===== src/rtl/blk_addr_alloc_pkg.sv =====
// Shared sizing and FSM state type for the SRAM block allocator.
// Consumers import this package with import blk_addr_alloc_pkg::*.
package blk_addr_alloc_pkg;

  localparam int BLK_ADDR_WIDTH = 4;
  localparam int BLK_NUM        = 2**BLK_ADDR_WIDTH;

  typedef enum logic {
    INIT = 1'b0,
    RUN  = 1'b1
  } alloc_state_e;

endpackage


===== src/rtl/blk_addr_alloc_if.sv =====
// Request/grant and release strobes between a channel and the allocator.
// The slave modport is the allocator side.
interface blk_addr_alloc_if
  import blk_addr_alloc_pkg::*;
#(
  parameter int AW = BLK_ADDR_WIDTH
);

  logic          i_addr_req;
  logic          o_blk_addr_vld;
  logic [AW-1:0] o_blk_addr;
  logic          i_rel_vld;
  logic [AW-1:0] i_rel_addr;

  modport slave (
    input  i_addr_req,
    input  i_rel_vld,
    input  i_rel_addr,
    output o_blk_addr_vld,
    output o_blk_addr
  );

  modport master (
    output i_addr_req,
    output i_rel_vld,
    output i_rel_addr,
    input  o_blk_addr_vld,
    input  o_blk_addr
  );

endinterface


===== src/rtl/blk_free_fifo.sv =====
// Circular free-list FIFO with show-ahead head and occupancy count.
// Callers never write when full or read when empty.
module blk_free_fifo #(
  parameter int AW = 4,
  parameter int N  = 2**AW
) (
  input  logic          i_clk,
  input  logic          i_rst_n,
  input  logic          i_wr,
  input  logic [AW-1:0] i_wdata,
  input  logic          i_rd,
  output logic [AW-1:0] o_head,
  output logic [AW:0]   o_cnt
);

  logic [AW-1:0] r_mem [N];
  logic [AW-1:0] r_wr_ptr;
  logic [AW-1:0] r_rd_ptr;
  logic [AW:0]   r_cnt;

  // Storage is rewritten by the allocator's init pass, so no reset here.
  always_ff @(posedge i_clk) begin
    if (i_wr) begin
      r_mem[r_wr_ptr] <= i_wdata;
    end
  end

  always_ff @(posedge i_clk or negedge i_rst_n) begin
    if (!i_rst_n) begin
      r_wr_ptr <= '0;
      r_rd_ptr <= '0;
      r_cnt    <= '0;
    end else begin
      if (i_wr) begin
        r_wr_ptr <= r_wr_ptr + 1'b1;
      end
      if (i_rd) begin
        r_rd_ptr <= r_rd_ptr + 1'b1;
      end
      unique case ({i_wr, i_rd})
        2'b10:   r_cnt <= r_cnt + 1'b1;
        2'b01:   r_cnt <= r_cnt - 1'b1;
        default: r_cnt <= r_cnt;
      endcase
    end
  end

  assign o_head = r_mem[r_rd_ptr];
  assign o_cnt  = r_cnt;

endmodule


===== src/rtl/blk_addr_alloc.sv =====
// SRAM block address allocator: init pass, grant/pending logic,
// empty-list bypass of released addresses and sticky error flags.
module blk_addr_alloc #(
  parameter int BLK_ADDR_WIDTH = blk_addr_alloc_pkg::BLK_ADDR_WIDTH,
  parameter int BLK_NUM        = 2**BLK_ADDR_WIDTH
) (
  input  logic                  i_clk,
  input  logic                  i_rst_n,
  blk_addr_alloc_if.slave       bus,
  output logic [BLK_ADDR_WIDTH:0] o_free_cnt,
  output logic                  o_empty,
  output logic                  o_init_done,
  output logic                  o_req_ovf,
  output logic                  o_rel_err
);

  import blk_addr_alloc_pkg::*;

  localparam int AW = BLK_ADDR_WIDTH;
  localparam logic [AW:0]   FULL_CNT  = (AW+1)'(BLK_NUM);
  localparam logic [AW-1:0] LAST_ADDR = AW'(BLK_NUM-1);

  alloc_state_e  r_state;
  alloc_state_e  w_state_nxt;

  logic [AW-1:0] r_init_addr;
  logic          r_pend;
  logic          r_vld;
  logic [AW-1:0] r_addr;
  logic          r_init_done;
  logic          r_req_ovf;
  logic          r_rel_err;

  logic          w_wr;
  logic          w_rd;
  logic [AW-1:0] w_wdata;
  logic [AW-1:0] w_head;
  logic [AW:0]   w_cnt;
  logic          w_has_free;
  logic          w_full;
  logic          w_want;
  logic          w_grant;
  logic          w_bypass;
  logic          w_rel_ok;
  logic          w_pend_nxt;
  logic          w_ovf_set;
  logic          w_rel_err_set;
  logic [AW-1:0] w_gnt_addr;

  blk_free_fifo #(
    .AW (AW),
    .N  (BLK_NUM)
  ) u_fifo (
    .i_clk   (i_clk),
    .i_rst_n (i_rst_n),
    .i_wr    (w_wr),
    .i_wdata (w_wdata),
    .i_rd    (w_rd),
    .o_head  (w_head),
    .o_cnt   (w_cnt)
  );

  assign w_has_free = (w_cnt != '0);
  assign w_full     = (w_cnt == FULL_CNT);
  assign w_ovf_set  = bus.i_addr_req & r_pend;
  assign w_gnt_addr = w_bypass ? bus.i_rel_addr : w_head;

  always_ff @(posedge i_clk or negedge i_rst_n) begin
    if (!i_rst_n) begin
      r_state <= INIT;
    end else begin
      r_state <= w_state_nxt;
    end
  end

  always_comb begin
    w_state_nxt   = r_state;
    w_wr          = 1'b0;
    w_rd          = 1'b0;
    w_wdata       = bus.i_rel_addr;
    w_want        = 1'b0;
    w_grant       = 1'b0;
    w_bypass      = 1'b0;
    w_rel_ok      = 1'b0;
    w_rel_err_set = 1'b0;
    w_pend_nxt    = r_pend;
    unique case (r_state)
      INIT: begin
        w_wr          = 1'b1;
        w_wdata       = r_init_addr;
        w_rel_err_set = bus.i_rel_vld;
        if (bus.i_addr_req) begin
          w_pend_nxt = 1'b1;
        end
        if (r_init_addr == LAST_ADDR) begin
          w_state_nxt = RUN;
        end
      end
      RUN: begin
        w_want        = r_pend | bus.i_addr_req;
        w_rel_ok      = bus.i_rel_vld & ~w_full;
        w_rel_err_set = bus.i_rel_vld & w_full;
        if (w_want && w_has_free) begin
          w_grant    = 1'b1;
          w_rd       = 1'b1;
          w_wr       = w_rel_ok;
          w_pend_nxt = 1'b0;
        end else if (w_want && bus.i_rel_vld) begin
          // Empty list: hand the returning block straight to the requester.
          w_bypass   = 1'b1;
          w_pend_nxt = 1'b0;
        end else begin
          w_wr       = w_rel_ok;
          w_pend_nxt = w_want;
        end
      end
      default: begin
        w_state_nxt = INIT;
      end
    endcase
  end

  always_ff @(posedge i_clk or negedge i_rst_n) begin
    if (!i_rst_n) begin
      r_init_addr <= '0;
      r_pend      <= 1'b0;
      r_vld       <= 1'b0;
      r_addr      <= '0;
      r_init_done <= 1'b0;
      r_req_ovf   <= 1'b0;
      r_rel_err   <= 1'b0;
    end else begin
      if (r_state == INIT) begin
        r_init_addr <= r_init_addr + 1'b1;
      end
      r_pend      <= w_pend_nxt;
      r_vld       <= w_grant | w_bypass;
      if (w_grant || w_bypass) begin
        r_addr <= w_gnt_addr;
      end
      r_init_done <= r_init_done | (r_state == RUN);
      r_req_ovf   <= r_req_ovf | w_ovf_set;
      r_rel_err   <= r_rel_err | w_rel_err_set;
    end
  end

  assign bus.o_blk_addr_vld = r_vld;
  assign bus.o_blk_addr     = r_addr;
  assign o_free_cnt         = w_cnt;
  assign o_empty            = (w_cnt == '0);
  assign o_init_done        = r_init_done;
  assign o_req_ovf          = r_req_ovf;
  assign o_rel_err          = r_rel_err;

endmodule


===== src/flat_wrapper.sv =====
// flat-port wrapper written by rule: the top's interface ports become plain ports
module blk_addr_alloc_flat import blk_addr_alloc_pkg::*;
#(
  parameter int BLK_ADDR_WIDTH = blk_addr_alloc_pkg::BLK_ADDR_WIDTH,
  parameter int BLK_NUM        = 2**BLK_ADDR_WIDTH
)
  (i_clk, i_rst_n, o_free_cnt, o_empty, o_init_done, o_req_ovf, o_rel_err, bus_i_addr_req, bus_i_rel_vld, bus_i_rel_addr, bus_o_blk_addr_vld, bus_o_blk_addr);
  blk_addr_alloc_if #(.AW(4)) bus_i ();
  input  logic i_clk;
  input  logic i_rst_n;
  output logic [BLK_ADDR_WIDTH:0] o_free_cnt;
  output logic o_empty;
  output logic o_init_done;
  output logic o_req_ovf;
  output logic o_rel_err;
  input wire logic [$bits(bus_i.i_addr_req)-1:0] bus_i_addr_req;
  input wire logic [$bits(bus_i.i_rel_vld)-1:0] bus_i_rel_vld;
  input wire logic [$bits(bus_i.i_rel_addr)-1:0] bus_i_rel_addr;
  output wire logic [$bits(bus_i.o_blk_addr_vld)-1:0] bus_o_blk_addr_vld;
  output wire logic [$bits(bus_i.o_blk_addr)-1:0] bus_o_blk_addr;
  assign bus_i.i_addr_req = bus_i_addr_req;
  assign bus_i.i_rel_vld = bus_i_rel_vld;
  assign bus_i.i_rel_addr = bus_i_rel_addr;
  assign bus_o_blk_addr_vld = bus_i.o_blk_addr_vld;
  assign bus_o_blk_addr = bus_i.o_blk_addr;
  blk_addr_alloc #(.BLK_ADDR_WIDTH(BLK_ADDR_WIDTH), .BLK_NUM(BLK_NUM)) u_core (.i_clk(i_clk), .i_rst_n(i_rst_n), .bus(bus_i), .o_free_cnt(o_free_cnt), .o_empty(o_empty), .o_init_done(o_init_done), .o_req_ovf(o_req_ovf), .o_rel_err(o_rel_err));
endmodule

===== config.mk =====
export PLATFORM = sky130hd
export DESIGN_NAME = blk_addr_alloc_flat
export DESIGN_NICKNAME = d
export VERILOG_FILES = /design/src/rtl/blk_addr_alloc_pkg.sv /design/src/rtl/blk_addr_alloc_if.sv /design/src/rtl/blk_free_fifo.sv /design/src/rtl/blk_addr_alloc.sv /design/src/flat_wrapper.sv
export SDC_FILE = /design/constraint.sdc
export NUM_CORES = 1
export LEC_CHECK = 0
export CAP_MARGIN = 20
export CORE_AREA = 2 2 86 88
export DETAILED_ROUTE_END_ITERATION = 10
export DIE_AREA = 0 0 88 90
export PLACE_DENSITY = 0.88
export RECOVER_POWER = 25
export SETUP_SLACK_MARGIN = 0.3
export SLEW_MARGIN = 10
export SYNTH_ARGS = -nofsm -noshare
export SYNTH_HDL_FRONTEND = slang
export SYNTH_SLANG_ARGS = --single-unit

===== constraint.sdc =====
create_clock -name i_clk -period 4.1 [get_ports i_clk]
set_input_delay 1.025 -clock i_clk [delete_from_list [all_inputs] [get_ports i_clk]]
set_output_delay 1.025 -clock i_clk [all_outputs]
set_load 0.1 [all_outputs]

=== Yosys cells after proc, flatten, opt, wreduce, memory -nomap -nowiden ===
Memory sizes are Yosys's and may differ from the RTL's.
Cells that the tools add are included.

* Word-level logic and storage cells: 58
* Input bits: 8
* Register bits after elaboration: 27
* Bits in writable memories: 64
* Memories: 1
* Output and inout bits: 14

* $add $sub $neg: 5
* Reduce and logical (&&, ||, !) cells: 6
* Bitwise operators: 10
* Multiplexer cells: 20
* Equality and inequality tests: 5

{| class="wikitable"
|+ Memory list
! memory !! words !! bits a word !! rd ports !! clocked after Yosys merged registers in !! wr ports !! line !! source
|-
| u_core.u_fifo.r_mem || 16 || 4 || 1 || 0 || 1 || blk_free_fifo.sv:16 || <nowiki>logic [AW-1:0] r_mem [N];</nowiki>
|}

{| class="wikitable"
|+ Operators by type and width
! cell !! count
|-
| $mux W1 || 14
|-
| $add A4 B1 Y4 const B || 3
|-
| $pmux W5 S2 || 1
|-
| $mux W4 || 2
|-
| $pmux W1 S2 || 3
|-
| $add A5 B1 Y5 const B || 1
|-
| $eq A5 B5 Y1 const B || 1
|-
| $logic_not A5 Y1 || 1
|-
| $or A1 B1 Y1 || 5
|-
| $reduce_bool A5 Y1 || 1
|-
| $sub A5 B1 Y5 const B || 1
|-
| $eq A4 B4 Y1 const B || 1
|-
| $and A1 B1 Y1 || 3
|-
| $eq A2 B1 Y1 const B || 1
|-
| $eq A2 B2 Y1 const B || 1
|-
| $logic_and A1 B1 Y1 || 2
|-
| $ne A2 B2 Y1 const B || 1
|-
| $not A1 Y1 || 2
|-
| $reduce_bool A2 Y1 || 1
|-
| $logic_or A1 B1 Y1 || 1
|}

=== Logic depth before layout (Yosys ltp) ===
* Word-level depth: 8
* Gate-level depth with buffers: 13
* Gate-level depth less buffers: 11

=== Hierarchy ===
A second synthesis with hierarchy kept.

* Cell total of the unflattened synthesis: 255
* Area, all modules: 4053.9 sq um

{| class="wikitable"
|+ Modules (own cells, without submodules)
! module !! instances !! area an instance (sq um) !! cells an instance
|-
| blk_free_fifo || 1 || 3345.7 || 192
|-
| blk_addr_alloc || 1 || 708.2 || 63
|}

=== Worst setup path after synthesis ===
Ideal clock, no wire load.

* Path type: reg2out
* Start: register u_core.u_fifo.r_cnt[1], in the netlist u_core.u_fifo.o_cnt[1]
* End: output o_empty
* Stages on the path, launching flop included: 4
* Path slack: 0.182 ns
* Arrival: 2.893 ns
* Cells stage by stage: dfrtp_1 buf_2 or4_4 nor2_1

* Word-level cells in the longest chain between the ends: 1

{| class="wikitable"
|+ Ends and longest elaborated chain
! what !! line !! source
|-
| start: declaration || blk_free_fifo.sv:19 || <nowiki>logic [AW:0] r_cnt;</nowiki>
|-
| start signal: assignment || blk_free_fifo.sv:41 || <nowiki>2'b10: r_cnt <= r_cnt + 1'b1;</nowiki>
|-
| start signal: assignment || blk_free_fifo.sv:42 || <nowiki>2'b01: r_cnt <= r_cnt - 1'b1;</nowiki>
|-
| start signal: assignment || blk_free_fifo.sv:43 || <nowiki>default: r_cnt <= r_cnt;</nowiki>
|-
| $logic_not A5 Y1 || blk_addr_alloc.sv:150 || <nowiki>assign o_empty = (w_cnt == '0);</nowiki>
|-
| end: declaration || flat_wrapper.sv:12 || <nowiki>output logic o_empty;</nowiki>
|}

No other way between the ends.

=== Worst setup path in the final report ===
* Start: input bus_i_addr_req
* End: register u_core.u_fifo.r_cnt[4], in the netlist u_core.u_fifo.o_cnt[4]

* Word-level cells in the longest chain between the ends: 7

{| class="wikitable"
|+ Ends and longest elaborated chain
! what !! line !! source
|-
| start: declaration || flat_wrapper.sv:16 || <nowiki>input wire logic [$bits(bus_i.i_addr_req)-1:0] bus_i_addr_req;</nowiki>
|-
| $or A1 B1 Y1 (*) || blk_addr_alloc.sv:100 || <nowiki>w_want = r_pend | bus.i_addr_req;</nowiki>
|-
| $logic_and A1 B1 Y1 || blk_addr_alloc.sv:108 || <nowiki>end else if (w_want && bus.i_rel_vld) begin</nowiki>
|-
| $mux W1 || blk_addr_alloc.sv:108 ||
|-
| $mux W1 || blk_addr_alloc.sv:103 || <nowiki>if (w_want && w_has_free) begin</nowiki>
|-
| $pmux W1 S2 || blk_addr_alloc.sv:87 || <nowiki>unique case (r_state)</nowiki>
|-
| $eq A2 B1 Y1 / $eq A2 B2 Y1 (equally long branches) || blk_free_fifo.sv:40 || <nowiki>unique case ({i_wr, i_rd})</nowiki>
|-
| $pmux W5 S2 / $reduce_bool A2 Y1 (equally long branches) || -- ||
|}

Every way passes the cells marked *; elsewhere a longest branch is shown, timed or not.
A chain may end at the register's enable or synchronous reset.

==> results.ini <==
[synth]
synth_ff_type=edfxtp_1
synth-warning-count=0
yosys-top-cells-count=64 x edfxtp_1, 27 x dfrtp_1, 16 x mux4_2
synthesis.nets=261
syn_avg_cell_area_sq_um=16.5
async_flop_share_pct=29.7
yosys.area.top_type=edfxtp_1
seq_area_frac_synth_pct=64.8
synth_edf_count=64
ys_ff_latch=91
synth_most_common_cell=edfxtp_1
synthTopCellsByArea=edfxtp_1 48%, dfrtp_1 17%, mux4_2 9.0%
synth_top_area_share_pct=48.0
syn_area_sq_um=4010
yosys.cell_types.count=46
syn_inst=243

[setup_path]
slowest_stage=dlygate4sd3_1
critPathTopFamily=buffers and inverters
cp-start-kind=primary input
endpoint_kind=register
crit_start=bus_i_addr_req
r2r_end=u_core.u_fifo.o_cnt[4]$_DFFE_PN0P_
worst-path-stages=12
ff2ff_setup_slack_ns=0.82
crit_buf_inv=2
r2r_start=u_core.u_fifo.o_cnt[2]$_DFFE_PN0P_
worstPathArrival_ns=3.69
critical_path_class=primary input to register
path_common_cell=ha_1
rr_worst_depth=11
cp_max_fo=8
slowest_delay_ns=0.59
endpoint=u_core.u_fifo.o_cnt[4]$_DFFE_PN0P_
worstPathCellList=dlygate4sd3_1, nor3_1, o21ai_4, nand2_4, inv_1, ha_1, xor2_1, ha_1, o211a_1, o31ai_1, a31oi_1, xnor2_1
worstPathRequired_ns=4.35

[global_route]
grt_max_degree=22
grt_pass1_vias=2143
overflow=0
grt.total_usage_pct=19.8
grt_pass1_wl_um=11300
antenna_found_initial=0

[routing]
drtPass1Iterations=4
vias=2156
ant_nets=0
wire_per_inst_um=19.9
drc=0
wl_um=7340
first_iter_violations=200
viasPerCell=5.86

[final_layout]
diodes=0
final_nets=283
drive_gt1_share_pct=18.6
areaGrowthSynthToFinish_pct=11.9
fin_util_pct=63.9

[floorplan]
die_w_um=88
start_util_pct=57.1
die_h_um=90
rows=31
core_area_sq_um=7020
ioPinCount=22
die_area_sq_um=7920

[pwr]
ir_drop_v=0.000445
p_leak_nw=1.61
p_per_area_nw_per_um2=701

[status]
outcome=complete, no violations

[timing]
relSlewSlack_pct=22.7
maxSlewViolCount=0
report.final.setup_viol=0
fin_crit_ns=3.44
hold_viol=0
setup_tns_ns=0
grt_setup_unrepaired=no
setup_ws_ns=0.662
fin_crit_sh_pct=83.8
finClkSkew_ns=0.0131
fmaxAchievable_ghz=0.291
worst_pin_slew_ns=1.16

[placed_design]
detailed_place_hpwl_um=4840
gp_congestion=0.806
placement.io_buffers=21
dp_slack_ns=0.459

[min_path]
hold_path.class=register to register
hp-start=u_core.o_rel_err$_DFF_PN0_

[clock_tree]
clockBufferDepth=2
path_clk_slew_ns=0.09
h-tree-depth=3
cts_tree=built
numClockSinks=91
cts_setup_buffers=0
cts_hold_buf=0
cts_resized=0
cts_buffers=9
cts_root_buf=clkbuf_8
clock_latency_ns=0.36

[run]
cap_violations=0

-- worst min path at each step --
stage | to | slack (ns) | cells past startpoint
3_3_place_gp | u_core.o_rel_err$_DFF_PN0_ | 0.44 | 1
4_1_cts | u_core.o_rel_err$_DFF_PN0_ | 0.46 | 1
3_5_place_dp | u_core.o_rel_err$_DFF_PN0_ | 0.44 | 1
5_1_grt | u_core.o_rel_err$_DFF_PN0_ | 0.47 | 1
6_report | u_core.o_rel_err$_DFF_PN0_ | 0.46 | 1
2_1_floorplan | u_core.r_init_addr[3]$_DFFE_PN0N_ | 0.46 | 1
-- kinds of logic after synthesis --
family	after synthesis	share of synthesized area [%]
fa+ha+maj	10	3.12
mux	35	14.2
compound gates	33	6.06
buf+inv	21	2.47
simple gates	39	6.28
flops	91	64.8
xor+xnor	14	3.06
-- sequential cells by signal (all words and copies together), names as in the netlist --
register	count
u_core.r_init_addr	4
u_core.o_req_ovf	1
u_core.u_fifo.o_cnt	5
u_core.u_fifo.r_wr_ptr	4
u_core.o_init_done	1
u_core.r_pend	1
u_core.bus.o_blk_addr	4
u_core.bus.o_blk_addr_vld	1
u_core.u_fifo.r_mem	64
u_core.o_rel_err	1
u_core.r_state	1
u_core.u_fifo.r_rd_ptr	4
-- layer usage --
layer  share of wire [%]  GRT usage (%)  wire length [um]  up-vias
met4                 1.2           9.36                90        0
met1                  42           27.7              3080     1107
met5                   0              0                 0        -
li1                    -              -                 -      970
met3                 4.9           2.94               358       10
met2                  52           30.6              3810       69
-- cells in the final DEF, fill, tap and decap left out, drive strengths merged, types with 8 or more instances in the layout --
| cell | instances |
|---|---|
| clkdlybuf4s50 | 17 |
| edfxtp | 64 |
| o21ai | 11 |
| xnor2 | 11 |
| inv | 9 |
| mux4 | 16 |
| mux2i | 8 |
| mux2 | 11 |
| ha | 10 |
| and2 | 13 |
| dfrtp | 27 |
| clkbuf | 10 |
-- cell type report --
type | count | area, sq um
clock buffer | 9 | 124
clock inverter | 6 | 57.6
fill | 492 | 2540
inverter | 9 | 33.8
multi-input combinational | 131 | 1310
sequential | 91 | 2600
tap | 99 | 124
timing repair buffer | 23 | 239
-- power breakdown --
group          leakage [nW]  total (W)  internal, W  switching (W)
logic                 0.619    0.00123     0.000495       0.000734
registers             0.895    0.00134      0.00114       0.000204
clock network        0.0946   0.000570     0.000274       0.000296
-- worst register-to-register path: cells and delay by family (launching register included) --
| kind | cells | cell delay, ns |
|---|---|---|
| AO/OA/AOI/OAI | 4 | 0.86 |
| XOR/XNOR | 2 | 0.26 |
| adder cells (fa/ha/maj) | 2 | 0.56 |
| buffers and inverters | 1 | 0.14 |
| flip-flops | 1 | 0.49 |
| AND/OR/NAND/NOR | 2 | 0.87 |
-- through the flow --
step / instances / hold WS, ns / area [sq um] / power [W]
2_1_floorplan: 243 / 0.464 / 4010 / 0.00227
3_3_place_gp: 352 / 0.440 / 4280 / 0.00252
4_1_cts: 367 / 0.463 / 4460 / 0.00312
5_1_grt: 368 / 0.472 / 4480 / 0.00328
3_5_place_dp: 352 / 0.444 / 4280 / 0.00255
6_report: 368 / 0.459 / 4480 / 0.00314
No activity file was read; power rests on OpenSTA's default activity.
